==> src/rtl/vga_pkg.sv <==
// Shared VGA constants: default 640x480@60 timing, pattern mode encoding and
// the eight colour-bar codes ({r,g,b}, one bit per channel, expanded to full scale).
package vga_pkg;

    localparam int unsigned H_ACTIVE_DEF = 640;
    localparam int unsigned H_FP_DEF     = 16;
    localparam int unsigned H_SYNC_DEF   = 96;
    localparam int unsigned H_BP_DEF     = 48;
    localparam int unsigned V_ACTIVE_DEF = 480;
    localparam int unsigned V_FP_DEF     = 10;
    localparam int unsigned V_SYNC_DEF   = 2;
    localparam int unsigned V_BP_DEF     = 33;

    typedef enum logic [1:0] {
        BARS   = 2'd0,
        CHECK  = 2'd1,
        GRAD   = 2'd2,
        MOVBAR = 2'd3
    } mode_e;

    typedef logic [2:0] rgb3_t;

    localparam rgb3_t BAR_WHITE   = 3'b111;
    localparam rgb3_t BAR_YELLOW  = 3'b110;
    localparam rgb3_t BAR_CYAN    = 3'b011;
    localparam rgb3_t BAR_GREEN   = 3'b010;
    localparam rgb3_t BAR_MAGENTA = 3'b101;
    localparam rgb3_t BAR_RED     = 3'b100;
    localparam rgb3_t BAR_BLUE    = 3'b001;
    localparam rgb3_t BAR_BLACK   = 3'b000;

    function automatic rgb3_t bar_colour(input logic [2:0] idx);
        case (idx)
            3'd0:    return BAR_WHITE;
            3'd1:    return BAR_YELLOW;
            3'd2:    return BAR_CYAN;
            3'd3:    return BAR_GREEN;
            3'd4:    return BAR_MAGENTA;
            3'd5:    return BAR_RED;
            3'd6:    return BAR_BLUE;
            default: return BAR_BLACK;
        endcase
    endfunction

endpackage

==> src/rtl/vga_timing.sv <==
// Pixel/line counters with registered sync, visible-area and frame-start outputs.
// Raw counters and their combinational decodes are exported for the pattern logic.
module vga_timing
    import vga_pkg::*;
#(
    parameter int unsigned H_ACTIVE = H_ACTIVE_DEF,
    parameter int unsigned H_FP     = H_FP_DEF,
    parameter int unsigned H_SYNC   = H_SYNC_DEF,
    parameter int unsigned H_BP     = H_BP_DEF,
    parameter int unsigned V_ACTIVE = V_ACTIVE_DEF,
    parameter int unsigned V_FP     = V_FP_DEF,
    parameter int unsigned V_SYNC   = V_SYNC_DEF,
    parameter int unsigned V_BP     = V_BP_DEF,
    parameter logic        SYNC_POL = 1'b0
) (
    input  logic        clk_i,
    input  logic        rst_ni,
    input  logic        pix_en_i,
    output logic [11:0] hcnt_o,
    output logic [11:0] vcnt_o,
    output logic        origin_o,
    output logic        active_o,
    output logic        hsync_o,
    output logic        vsync_o,
    output logic        disp_active_o,
    output logic        frame_start_o,
    output logic [11:0] xcol_o,
    output logic [11:0] yrow_o
);

    localparam int unsigned H_TOTAL = H_ACTIVE + H_FP + H_SYNC + H_BP;
    localparam int unsigned V_TOTAL = V_ACTIVE + V_FP + V_SYNC + V_BP;

    if (H_TOTAL > 4096) begin : g_h_total_chk
        $error("vga_timing: H_TOTAL exceeds 4096");
    end
    if (V_TOTAL > 4096) begin : g_v_total_chk
        $error("vga_timing: V_TOTAL exceeds 4096");
    end

    // Inclusive bounds keep every constant inside 12 bits even at a 4096 total.
    localparam logic [11:0] H_LAST   = 12'(H_TOTAL - 1);
    localparam logic [11:0] V_LAST   = 12'(V_TOTAL - 1);
    localparam logic [11:0] H_ALAST  = 12'(H_ACTIVE - 1);
    localparam logic [11:0] V_ALAST  = 12'(V_ACTIVE - 1);
    localparam logic [11:0] H_SFIRST = 12'(H_ACTIVE + H_FP);
    localparam logic [11:0] H_SLAST  = 12'(H_ACTIVE + H_FP + H_SYNC - 1);
    localparam logic [11:0] V_SFIRST = 12'(V_ACTIVE + V_FP);
    localparam logic [11:0] V_SLAST  = 12'(V_ACTIVE + V_FP + V_SYNC - 1);

    logic [11:0] hcnt_q, hcnt_d, vcnt_q, vcnt_d;
    logic        hsync_q, hsync_d, vsync_q, vsync_d;
    logic        disp_active_q, disp_active_d, frame_start_q, frame_start_d;
    logic [11:0] xcol_q, xcol_d, yrow_q, yrow_d;
    logic        hsync_s, vsync_s, active_s, origin_s;

    assign hsync_s  = ((hcnt_q >= H_SFIRST) && (hcnt_q <= H_SLAST)) ? SYNC_POL : ~SYNC_POL;
    assign vsync_s  = ((vcnt_q >= V_SFIRST) && (vcnt_q <= V_SLAST)) ? SYNC_POL : ~SYNC_POL;
    assign active_s = (hcnt_q <= H_ALAST) && (vcnt_q <= V_ALAST);
    assign origin_s = (hcnt_q == 12'd0) && (vcnt_q == 12'd0);

    // Counter advance and output capture, both gated by the pixel enable.
    always_comb begin
        hcnt_d        = hcnt_q;
        vcnt_d        = vcnt_q;
        hsync_d       = hsync_q;
        vsync_d       = vsync_q;
        disp_active_d = disp_active_q;
        frame_start_d = frame_start_q;
        xcol_d        = xcol_q;
        yrow_d        = yrow_q;
        if (pix_en_i) begin
            if (hcnt_q == H_LAST) begin
                hcnt_d = 12'd0;
                if (vcnt_q == V_LAST) begin
                    vcnt_d = 12'd0;
                end else begin
                    vcnt_d = vcnt_q + 12'd1;
                end
            end else begin
                hcnt_d = hcnt_q + 12'd1;
            end
            hsync_d       = hsync_s;
            vsync_d       = vsync_s;
            disp_active_d = active_s;
            frame_start_d = origin_s;
            xcol_d        = hcnt_q;
            yrow_d        = vcnt_q;
        end else begin
            hcnt_d = hcnt_q;
            vcnt_d = vcnt_q;
        end
    end

    // State and output registers with synchronous active-low reset.
    always_ff @(posedge clk_i) begin
        if (!rst_ni) begin
            hcnt_q        <= 12'd0;
            vcnt_q        <= 12'd0;
            hsync_q       <= ~SYNC_POL;
            vsync_q       <= ~SYNC_POL;
            disp_active_q <= 1'b0;
            frame_start_q <= 1'b0;
            xcol_q        <= 12'd0;
            yrow_q        <= 12'd0;
        end else begin
            hcnt_q        <= hcnt_d;
            vcnt_q        <= vcnt_d;
            hsync_q       <= hsync_d;
            vsync_q       <= vsync_d;
            disp_active_q <= disp_active_d;
            frame_start_q <= frame_start_d;
            xcol_q        <= xcol_d;
            yrow_q        <= yrow_d;
        end
    end

    assign hcnt_o        = hcnt_q;
    assign vcnt_o        = vcnt_q;
    assign origin_o      = origin_s;
    assign active_o      = active_s;
    assign hsync_o       = hsync_q;
    assign vsync_o       = vsync_q;
    assign disp_active_o = disp_active_q;
    assign frame_start_o = frame_start_q;
    assign xcol_o        = xcol_q;
    assign yrow_o        = yrow_q;

endmodule

==> src/rtl/vga_pattern_gen.sv <==
// VGA test-pattern generator: timing from vga_timing, four selectable patterns,
// mode/frame count/bar position updated once per frame at pixel (0,0).
module vga_pattern_gen
    import vga_pkg::*;
#(
    parameter int unsigned H_ACTIVE = H_ACTIVE_DEF,
    parameter int unsigned H_FP     = H_FP_DEF,
    parameter int unsigned H_SYNC   = H_SYNC_DEF,
    parameter int unsigned H_BP     = H_BP_DEF,
    parameter int unsigned V_ACTIVE = V_ACTIVE_DEF,
    parameter int unsigned V_FP     = V_FP_DEF,
    parameter int unsigned V_SYNC   = V_SYNC_DEF,
    parameter int unsigned V_BP     = V_BP_DEF,
    parameter int unsigned COLOR_W  = 4,
    parameter logic        SYNC_POL = 1'b0
) (
    input  logic               clk_i,
    input  logic               rst_ni,
    input  logic               pix_en_i,
    input  logic [1:0]         mode_i,
    output logic               hsync_o,
    output logic               vsync_o,
    output logic               disp_active_o,
    output logic [11:0]        xcol_o,
    output logic [11:0]        yrow_o,
    output logic [COLOR_W-1:0] red_o,
    output logic [COLOR_W-1:0] grn_o,
    output logic [COLOR_W-1:0] blu_o,
    output logic               frame_start_o
);

    localparam logic [11:0]        BAR_W = 12'(H_ACTIVE / 8);
    localparam logic [COLOR_W-1:0] ZERO  = {COLOR_W{1'b0}};

    logic [11:0]        hcnt_s, vcnt_s, bar_idx_s;
    logic               origin_s, active_s;
    logic [12:0]        hx_s, vx_s;
    mode_e              mode_q, mode_d, mode_eff_s;
    logic [7:0]         frame_cnt_q, frame_cnt_d, frame_eff_s;
    logic [11:0]        bar_pos_q, bar_pos_d, bar_next_s, bar_eff_s;
    logic               frame_seen_q, frame_seen_d;
    logic [COLOR_W-1:0] red_q, red_d, grn_q, grn_d, blu_q, blu_d;
    logic [COLOR_W-1:0] pat_r_s, pat_g_s, pat_b_s;
    rgb3_t              rgb_s;
    logic               unused_s;

    vga_timing #(
        .H_ACTIVE (H_ACTIVE), .H_FP (H_FP), .H_SYNC (H_SYNC), .H_BP (H_BP),
        .V_ACTIVE (V_ACTIVE), .V_FP (V_FP), .V_SYNC (V_SYNC), .V_BP (V_BP),
        .SYNC_POL (SYNC_POL)
    ) u_timing (
        .clk_i         (clk_i),
        .rst_ni        (rst_ni),
        .pix_en_i      (pix_en_i),
        .hcnt_o        (hcnt_s),
        .vcnt_o        (vcnt_s),
        .origin_o      (origin_s),
        .active_o      (active_s),
        .hsync_o       (hsync_o),
        .vsync_o       (vsync_o),
        .disp_active_o (disp_active_o),
        .frame_start_o (frame_start_o),
        .xcol_o        (xcol_o),
        .yrow_o        (yrow_o)
    );

    assign hx_s      = {1'b0, hcnt_s};
    assign vx_s      = {1'b0, vcnt_s};
    assign bar_idx_s = hcnt_s / BAR_W;
    assign unused_s  = ^{hx_s, vx_s, frame_eff_s, bar_idx_s};

    // At pixel (0,0) the new frame's mode/count/bar take effect on that very pixel.
    always_comb begin
        bar_next_s  = bar_pos_q + 12'd4;
        mode_eff_s  = mode_q;
        frame_eff_s = frame_cnt_q;
        bar_eff_s   = bar_pos_q;
        if (({1'b0, bar_pos_q} + 13'd4) >= 13'(H_ACTIVE)) begin
            bar_next_s = 12'd0;
        end else begin
            bar_next_s = bar_pos_q + 12'd4;
        end
        if (origin_s) begin
            mode_eff_s  = mode_e'(mode_i);
            frame_eff_s = frame_cnt_q + 8'd1;
            bar_eff_s   = frame_seen_q ? bar_next_s : bar_pos_q;
        end else begin
            mode_eff_s  = mode_q;
        end
    end

    // Pattern colour for the current counter position, blanked outside the visible area.
    always_comb begin
        rgb_s   = BAR_BLACK;
        pat_r_s = ZERO;
        pat_g_s = ZERO;
        pat_b_s = ZERO;
        if (active_s) begin
            case (mode_eff_s)
                BARS: begin
                    rgb_s = bar_colour((bar_idx_s > 12'd7) ? 3'd7 : bar_idx_s[2:0]);
                end
                CHECK: begin
                    rgb_s = {3{hcnt_s[5] ^ vcnt_s[5]}};
                end
                MOVBAR: begin
                    rgb_s = {3{(hx_s >= {1'b0, bar_eff_s}) && (hx_s <= ({1'b0, bar_eff_s} + 13'd15))}};
                end
                default: begin
                    rgb_s = BAR_BLACK;
                end
            endcase
            if (mode_eff_s == GRAD) begin
                pat_r_s = hx_s[COLOR_W+4:5];
                pat_g_s = vx_s[COLOR_W+4:5];
                pat_b_s = frame_eff_s[COLOR_W-1:0];
            end else begin
                pat_r_s = {COLOR_W{rgb_s[2]}};
                pat_g_s = {COLOR_W{rgb_s[1]}};
                pat_b_s = {COLOR_W{rgb_s[0]}};
            end
        end else begin
            rgb_s = BAR_BLACK;
        end
    end

    // Next-state for frame-level registers and the colour outputs.
    always_comb begin
        mode_d       = mode_q;
        frame_cnt_d  = frame_cnt_q;
        bar_pos_d    = bar_pos_q;
        frame_seen_d = frame_seen_q;
        red_d        = red_q;
        grn_d        = grn_q;
        blu_d        = blu_q;
        if (pix_en_i) begin
            red_d = pat_r_s;
            grn_d = pat_g_s;
            blu_d = pat_b_s;
            if (origin_s) begin
                mode_d       = mode_eff_s;
                frame_cnt_d  = frame_eff_s;
                bar_pos_d    = bar_eff_s;
                frame_seen_d = 1'b1;
            end else begin
                mode_d = mode_q;
            end
        end else begin
            red_d = red_q;
        end
    end

    // Frame-level and colour registers with synchronous active-low reset.
    always_ff @(posedge clk_i) begin
        if (!rst_ni) begin
            mode_q       <= BARS;
            frame_cnt_q  <= 8'd0;
            bar_pos_q    <= 12'd0;
            frame_seen_q <= 1'b0;
            red_q        <= ZERO;
            grn_q        <= ZERO;
            blu_q        <= ZERO;
        end else begin
            mode_q       <= mode_d;
            frame_cnt_q  <= frame_cnt_d;
            bar_pos_q    <= bar_pos_d;
            frame_seen_q <= frame_seen_d;
            red_q        <= red_d;
            grn_q        <= grn_d;
            blu_q        <= blu_d;
        end
    end

    assign red_o = red_q;
    assign grn_o = grn_q;
    assign blu_o = blu_q;

endmodule
==> config.mk <==
export PLATFORM = sky130hd
export DESIGN_NAME = vga_pattern_gen
export DESIGN_NICKNAME = d
export VERILOG_FILES = /design/src/rtl/vga_pkg.sv /design/src/rtl/vga_timing.sv /design/src/rtl/vga_pattern_gen.sv
export SDC_FILE = /design/constraint.sdc
export NUM_CORES = 1
export LEC_CHECK = 0
export CAP_MARGIN = 20
export CORE_ASPECT_RATIO = 0.6
export CORE_MARGIN = 2
export CORE_UTILIZATION = 37
export DETAILED_ROUTE_END_ITERATION = 10
export GPL_TIMING_DRIVEN = 0
export PLACE_DENSITY = 0.66
export SETUP_SLACK_MARGIN = 0.5
export SYNTH_ARGS = -nofsm -noshare
export SYNTH_HDL_FRONTEND = slang
export SYNTH_HIERARCHICAL = 1
export SYNTH_SLANG_ARGS = --single-unit
==> constraint.sdc <==
create_clock -name clk_i -period 5.5 [get_ports clk_i]
set_input_delay 0.55 -clock clk_i [delete_from_list [all_inputs] [get_ports clk_i]]
set_output_delay 0.55 -clock clk_i [all_outputs]
set_load 0.05 [all_outputs]
==> impl_metrics.tcl, run 1 <==
set metrics [dict create \
    grt_pass1_wl_um 23400 \
    arrival_ns 4.87 \
    drtPass1Iterations 5 \
    path_clk_slew_ns 0.06 \
    final_max_slew_viol_count 0 \
    max_stage_delay_ns 0.42 \
    synth_flop_cell "dfxtp_1" \
    grt_pass1_vias 4430 \
    synthArstFlopShare_pct 0 \
    grt_start_max_net_pins 17 \
    hold_slack_ns 0.449 \
    final.period_utilization_pct 84.5 \
    antenna_found_initial 0 \
    r2r_setup_slack_ns 0.85 \
    dr_total_vias 4840 \
    synth_top_cells_by_area "dfxtp_1 32%, ha_1 8.0%, mux2i_1 5.2%" \
    placed_area_um2 5820 \
    synth.distinct_cells 67 \
    cp.depth 21 \
    power_density_nw_per_um2 258 \
    worstSkewPairLatency_ns 0.34 \
    leakagePower_nw 2.31 \
    crit_required_ns 5.72 \
    dieWidth_um 157 \
    worstHoldEndpoint "blu_o[1]" \
    outcome "completed" \
    yosys_warnings 6 \
    tightest_slew_ns 0.806 \
    syn_inst 626 \
    core_um2 13600 \
    ys_seq_elements 83 \
    rsz0062_at_grt "false" \
    rr_endpoint "blu_o[0]" \
    track_usage_pct 19.8 \
    r2r_start "u_timing/hcnt_o[9]" \
    mappedNetlistNets 664 \
    finalSetupViolations 0 \
    dpl.hpwl_um 10700 \
    cp-start-kind "flip-flop" \
    cts_tree "built" \
    gp_congestion 0.887 \
    cap_viol_max_count 0 \
    remaining_drc_errors 0 \
    cp_max_fo 10 \
    whs_path_depth 2 \
    io_pins 45 \
    ys_seq_area_share_pct 32.2 \
    fin_worst_skew_ns 0.00755 \
    vdd_drop_max_mv 0.146 \
    maxSlewHeadroom_pct 45.9 \
    wl_per_cell_um 16.5 \
    finalHoldViolCount 0 \
    syn_to_final_growth_pct 21.2 \
    die_area_um2 15000 \
    yosysTopAreaCell "dfxtp_1" \
    critical_path_class "reg2reg" \
    layout-drive-gt1-share_pct 8.43 \
    numPortBuffers 44 \
    ctsHtreeMaxLevel 3 \
    crit_buf_inv 3 \
    period_minus_slack_ns 4.65 \
    avgSynthCellArea_um2 8.25 \
    syn-cell-area_um2 5160 \
    nNetsFinal 721 \
    cts.sinks 83 \
    yosysTopAreaCellShare_pct 32.2 \
    cts_buffer_depth 2 \
    drtAntennaViolNets 0 \
    max_freq_ghz 0.215 \
    overflow 0 \
    root_buffer "clkbuf_16" \
    viasPerCell 5.60 \
    final_design_area_no_fill_um2 6260 \
    critPathSlowestCell "dfxtp_1" \
    cts_buffers 9 \
    synth_enable_flop_cells 0 \
    end_kind "flip-flop" \
    path_delay_family "compound AO/OA/AOI/OAI gates" \
    rows 33 \
    start_util_pct 37.9 \
    hold_class "reg2reg" \
    wl_um 14300 \
    r2r_cells 21 \
    fp.dieH_um 95.5 \
    hp-start "blu_o[1]" \
    dr.first_iter.drc_count 365 \
    cp_cell_sequence "clkbuf_2 -> nor4b_1 -> nand4_1 -> nor2_4 -> buf_4 -> nand2_2 -> buf_2 -> o21ai_1 -> ha_2 -> a31oi_4 -> nand2_1 -> nor2_1 -> xor2_1 -> ha_1 -> nand4_1 -> nor2_1 -> o31ai_1 -> a31o_2 -> a32o_2 -> a31oi_2 -> o21ai_1" \
]
==> per-stage QoR <==
stage / power, W / util [%] / setup slack, ns / instances / TNS, ns
final: 0.00161 / 45.9 / 0.850 / 864 / 0
after global placement: 0.000914 / 42.7 / -0.153 / 845 / -1.03
after CTS: 0.00162 / 45.5 / 0.531 / 862 / 0
after global routing: 0.00168 / 45.9 / 0.519 / 863 / 0
after detailed placement: 0.000920 / 42.7 / -0.194 / 845 / -1.43
after floorplan: 0.000842 / - / 1.07 / 626 / 0
==> power by group <==
group          internal (W)  total [W]  switching [W]
Sequential         0.000623   0.000643      0.0000201
Combinational     0.0000995   0.000276       0.000177
Clock              0.000445   0.000693       0.000249
==> layout make-up <==
class | instances | area, um2
Inverter | 24 | 90.1
Fill cell | 1328 | 7370
Tap cell | 175 | 219
Multi-Input combinational cell | 483 | 3330
Antenna cell | 1 | 2.50
Sequential cell | 83 | 1660
Buffer | 36 | 160
Clock inverter | 6 | 111
Clock buffer | 10 | 229
Timing Repair Buffer | 46 | 455
==> flip-flops by register name, indices dropped and copies added (netlist names) <==
signal / flops
bar_pos_q: 12
blu_o: 4
frame_cnt_q: 4
frame_seen_q: 1
grn_o: 4
mode_q: 2
red_o: 4
u_timing/disp_active_o: 1
u_timing/frame_start_o: 1
u_timing/hcnt_o: 12
u_timing/hsync_o: 1
u_timing/vcnt_o: 12
u_timing/vsync_o: 1
u_timing/xcol_o: 12
u_timing/yrow_o: 12
==> cells by family (layout without fill, tap and decap cells) <==
| logic type | after synthesis | in the layout | share of synthesized area, % |
|---|---|---|---|
| buffers and inverters | 60 | 122 | 4.70 |
| AOI/OAI and AO/OA | 141 | 141 | 19.6 |
| DFF | 83 | 83 | 32.2 |
| muxes | 31 | 31 | 6.10 |
| and+or+nand+nor | 252 | 252 | 25.0 |
| xor gates and xnor gates | 26 | 26 | 4.41 |
| adders and majority gates | 33 | 33 | 7.99 |
| other | 0 | 1 | 0 |
==> how the worst max path moves through the flow <==
| stage | start | end | slack, ns |
|---|---|---|---|
| after floorplan | bar_pos_q[2] | blu_o[0] | 1.07 |
| after global placement | u_timing/vcnt_o[5] | blu_o[1] | -0.15 |
| after detailed placement | u_timing/vcnt_o[5] | blu_o[0] | -0.19 |
| after CTS | u_timing/hcnt_o[9] | red_o[0] | 0.53 |
| after global routing | bar_pos_q[2] | red_o[2] | 0.52 |
| final | u_timing/hcnt_o[9] | blu_o[0] | 0.85 |
==> worst reg2reg max path: cells and delay by family, from the launching register on <==
kind | cells | cell delay (ns)
xor+xnor | 1 | 0.17
fa+ha+maj | 2 | 0.57
buf+inv | 3 | 0.69
compound gates | 7 | 1.40
flops | 1 | 0.42
simple gates | 8 | 1.30
==> per-layer routing <==
layer	global-route usage (%)	up-vias	routed length [um]	part of all wire, %
met5	0	-	0	0
met3	4.59	12	1150	8.1
met4	4.20	0	125	0.88
met2	27.1	183	5460	38
met1	30.8	2268	7520	53
li1	-	2377	-	-
==> synthesized netlist by cell type (8+ instances only) <==
library cell,instances
a211oi_1,10
a21oi_1,23
and3_1,8
buf_2,8
clkbuf_1,24
dfxtp_1,83
ha_1,33
inv_1,24
mux2i_1,27
nand2_1,56
nand3_1,19
nand4_1,14
nor2_1,59
nor2b_1,36
nor3_1,14
nor4_1,8
o21ai_0,22
o21ai_1,14
o31ai_1,8
xnor2_1,17
xor2_1,9
==> what timing repair did <==
item	in CTS	in global routing
endpoints found under the setup margin	12	12
buffers inserted	1	1
hold buffers	0	0
gates resized for setup	9	16
gates cloned	0	0
pin swaps	1	0
==> cells in the final DEF, fill, tap and decap left out, types with 5 or more instances in the layout <==
cell,count
o21ai_1,15
and2_1,7
xor2_1,9
clkdlybuf4s50_1,44
nand4_1,14
nor2b_1,36
and3_1,8
xnor2_1,17
ha_1,31
inv_1,24
o211a_1,5
nand2_1,55
or4_1,7
o31ai_1,8
clkbuf_1,22
buf_2,9
a211oi_1,10
mux2i_1,27
or3_1,6
nor4_1,6
nor2_1,58
clkbuf_16,9
a21oi_1,23
a21o_1,7
o21ai_0,20
o211ai_1,5
dfxtp_1,81
nor3_1,14
a21boi_0,7
nand3_1,18
Note: power is estimated with default switching activity, not from simulation.
==> run 2, diff against run 1 <==
Settings changed: PLACE_DENSITY 0.66 to 0.68.
Clock period 5.5 ns to 3.8 ns, I/O delays scaled along.
==> run 2 against run 1 <==
  * The run now ends with setup timing left
  * Die area did not move
  * Largest power group is now sequential cells
  * Via count up 4.6%
  * Wire length rose by 5.9%
  * Critical path depth did not move
  * Critical endpoint is now blu_o[1]
  * Utilization is 3.3 points higher
  * Sequential share of layout area fell by 1.3 points
  * Sequential power increased by 44%
  * Power rose by 41%
==> impl_metrics.tcl, run 2 (synthesis gave the netlist of run 1 again) <==
set metrics [dict create \
    outcome "complete, but fails checks" \
    violations "setup timing" \
    cp-startpoint "bar_pos_q[7]" \
    final.period_utilization_pct 108 \
    worstSkewPairLatency_ns 0.35 \
    ctsHoldBuffers 0 \
    grt_util_met3_pct 5.73 \
    cp_cell_sequence "buf_4 -> nand3_1 -> or4_4 -> a32oi_4 -> and2_4 -> buf_8 -> o21ai_4 -> ha_4 -> a31oi_4 -> nand2_1 -> nor2_1 -> xor2_1 -> ha_1 -> nand4_1 -> nor2_1 -> nand4_1 -> o2111ai_1 -> a31o_2 -> a32o_2 -> a31oi_4 -> o21ai_1" \
    end_kind "flip-flop" \
    arrival_ns 4.33 \
    antenna_cells 0 \
    grt_pass1_vias 4669 \
    drtPass1Iterations 7 \
    cts_tree "built" \
    hold_slack_ns 0.447 \
    antenna_found_initial 0 \
    finalHoldViolCount 0 \
    multi_input_area_um2 3510 \
    wl_um 15100 \
    io_pins 45 \
    grtUsageMet2_pct 29.2 \
    core_um2 13600 \
    ctsHtreeMaxLevel 3 \
    gp_congestion 0.908 \
    crit_end "blu_o[1]" \
    drtAntennaViolNets 0 \
    finalWorstSetupSlack_ns -0.297 \
    wl_per_cell_um 16.9 \
    dieWidth_um 157 \
    cts.sinks 83 \
    fin_cells 891 \
    crit_required_ns 4.03 \
    fin_worst_skew_ns 0.00953 \
    dr.first_iter.drc_count 345 \
    rsz0062_at_grt "true" \
    r2r_cells 21 \
    start_util_pct 37.9 \
    critical_path_class "reg2reg" \
    max_stage_delay_ns 0.55 \
    vdd_drop_max_mv 0.210 \
    cts_buffers 9 \
    rows 33 \
    power_density_nw_per_um2 339 \
    tightest_slew_ns 0.768 \
    final_max_slew_viol_count 0 \
    dr_total_vias 5062 \
    path_clk_slew_ns 0.07 \
    numPortBuffers 44 \
    globalRoute.busiestLayer "met1" \
    final_common_cell "dfxtp_1" \
    die_area_um2 15000 \
    use_met1_pct 31.1 \
    maxSlewHeadroom_pct 48.6 \
    cts_buffer_depth 2 \
    period_minus_slack_ns 4.10 \
    cp_max_fo 9 \
    critPathSlowestCell "or4_4" \
    r2r_start "bar_pos_q[7]" \
    leakagePower_nw 2.52 \
    max_freq_ghz 0.244 \
    rr_endpoint "blu_o[1]" \
    fp.dieH_um 95.5 \
    grt_start_max_net_pins 17 \
    regArea_um2 1700 \
    viasPerCell 5.68 \
    dpl.hpwl_um 10900 \
    cp-start-kind "flip-flop" \
    track_usage_pct 20.9 \
    syn_to_final_growth_pct 29.9 \
    nNetsFinal 749 \
    overflow 0 \
    finalSetupViolations 12 \
    final_cell_mix "67 x dfxtp_1, 56 x nor2_1, 55 x nand2_1, 44 x clkdlybuf4s50_1, 35 x nor2b_1" \
    dpl.cell_count 845 \
    root_buffer "clkbuf_16" \
    hold_class "reg2reg" \
    remaining_drc_errors 0 \
    final.fill_count 1272 \
    cap_viol_max_count 0 \
    r2r_setup_slack_ns -0.30 \
    layout-drive-gt1-share_pct 17.7 \
    grt_pass1_wl_um 24400 \
]
==> run 2: cell types whose count changed in the layout (fill, tap and decap cells not counted), moves of 3 or more <==
cell	previous run	this run
inv_1	24	21
dfxtp_1	81	67
dfxtp_4	0	7
buf_4	3	34
dfxtp_2	2	9
buf_2	9	3
clkbuf_8	0	3
clkbuf_1	22	18
o21ai_1	15	12
ha_4	1	4
a31oi_2	3	0
a31oi_4	1	4
==> run 2: layout make-up <==
type                            count  share of cell area [%]
Clock inverter                      7                    1.12
Clock buffer                        9                    3.36
Buffer                             36                    3.34
Inverter                           24                    1.38
Timing Repair Buffer               74                    9.92
Multi-Input combinational cell    483                    52.3
Sequential cell                    83                    25.3
Tap cell                          175                    3.26
==> run 2: worst max-delay path, delay by kind of cell (launching register included) <==
kind | cells | cell delay, ns
xor+xnor | 1 | 0.16
flops | 1 | 0.31
simple gates | 8 | 1.29
compound gates | 8 | 1.47
fa+ha+maj | 2 | 0.45
buf+inv | 2 | 0.27
==> run 2: layer usage <==
layer,wire length (um),vias up
li1,-,2425
met1,7620,2421
met2,6090,198
met3,1200,18
met4,181,0
met5,0,-
==> run 2: what timing repair did <==
item | in CTS | in global routing
endpoints found under the setup margin | 12 | 12
buffers inserted | 30 | 0
resized for setup | 59 | 15
pin swaps | 22 | 12
==> run 2: metrics by stage <==
step	area, um2	utilization, %	TNS (ns)	power, W	setup slack (ns)
floorplan	5250	-	-1.14	0.00123	-0.0968
global placement	5910	43.4	-11.85	0.00134	-0.996
detailed placement	5910	43.4	-12.32	0.00135	-1.05
CTS	6650	48.8	-2.82	0.00227	-0.253
global route	6710	49.2	-5.47	0.00238	-0.470
finish	6710	49.2	-3.32	0.00228	-0.297
==> run 2: worst min-delay path by stage <==
stage | startpoint | end | slack [ns] | cells past startpoint
2_1_floorplan | mode_q[1] | mode_q[1] | 0.43 | 2
3_3_place_gp | grn_o[2] | grn_o[2] | 0.44 | 2
3_5_place_dp | grn_o[3] | grn_o[3] | 0.44 | 2
4_1_cts | grn_o[3] | grn_o[3] | 0.45 | 2
5_1_grt | blu_o[1] | blu_o[1] | 0.47 | 2
6_report | grn_o[3] | grn_o[3] | 0.45 | 2
==> run 2: report_power, final <==
part           internal (W)  switching, W  leakage, nW
clock network      0.000514      0.000375        0.150
logic              0.000182      0.000279         1.69
registers          0.000899     0.0000265        0.684
total               0.00159      0.000681         2.52
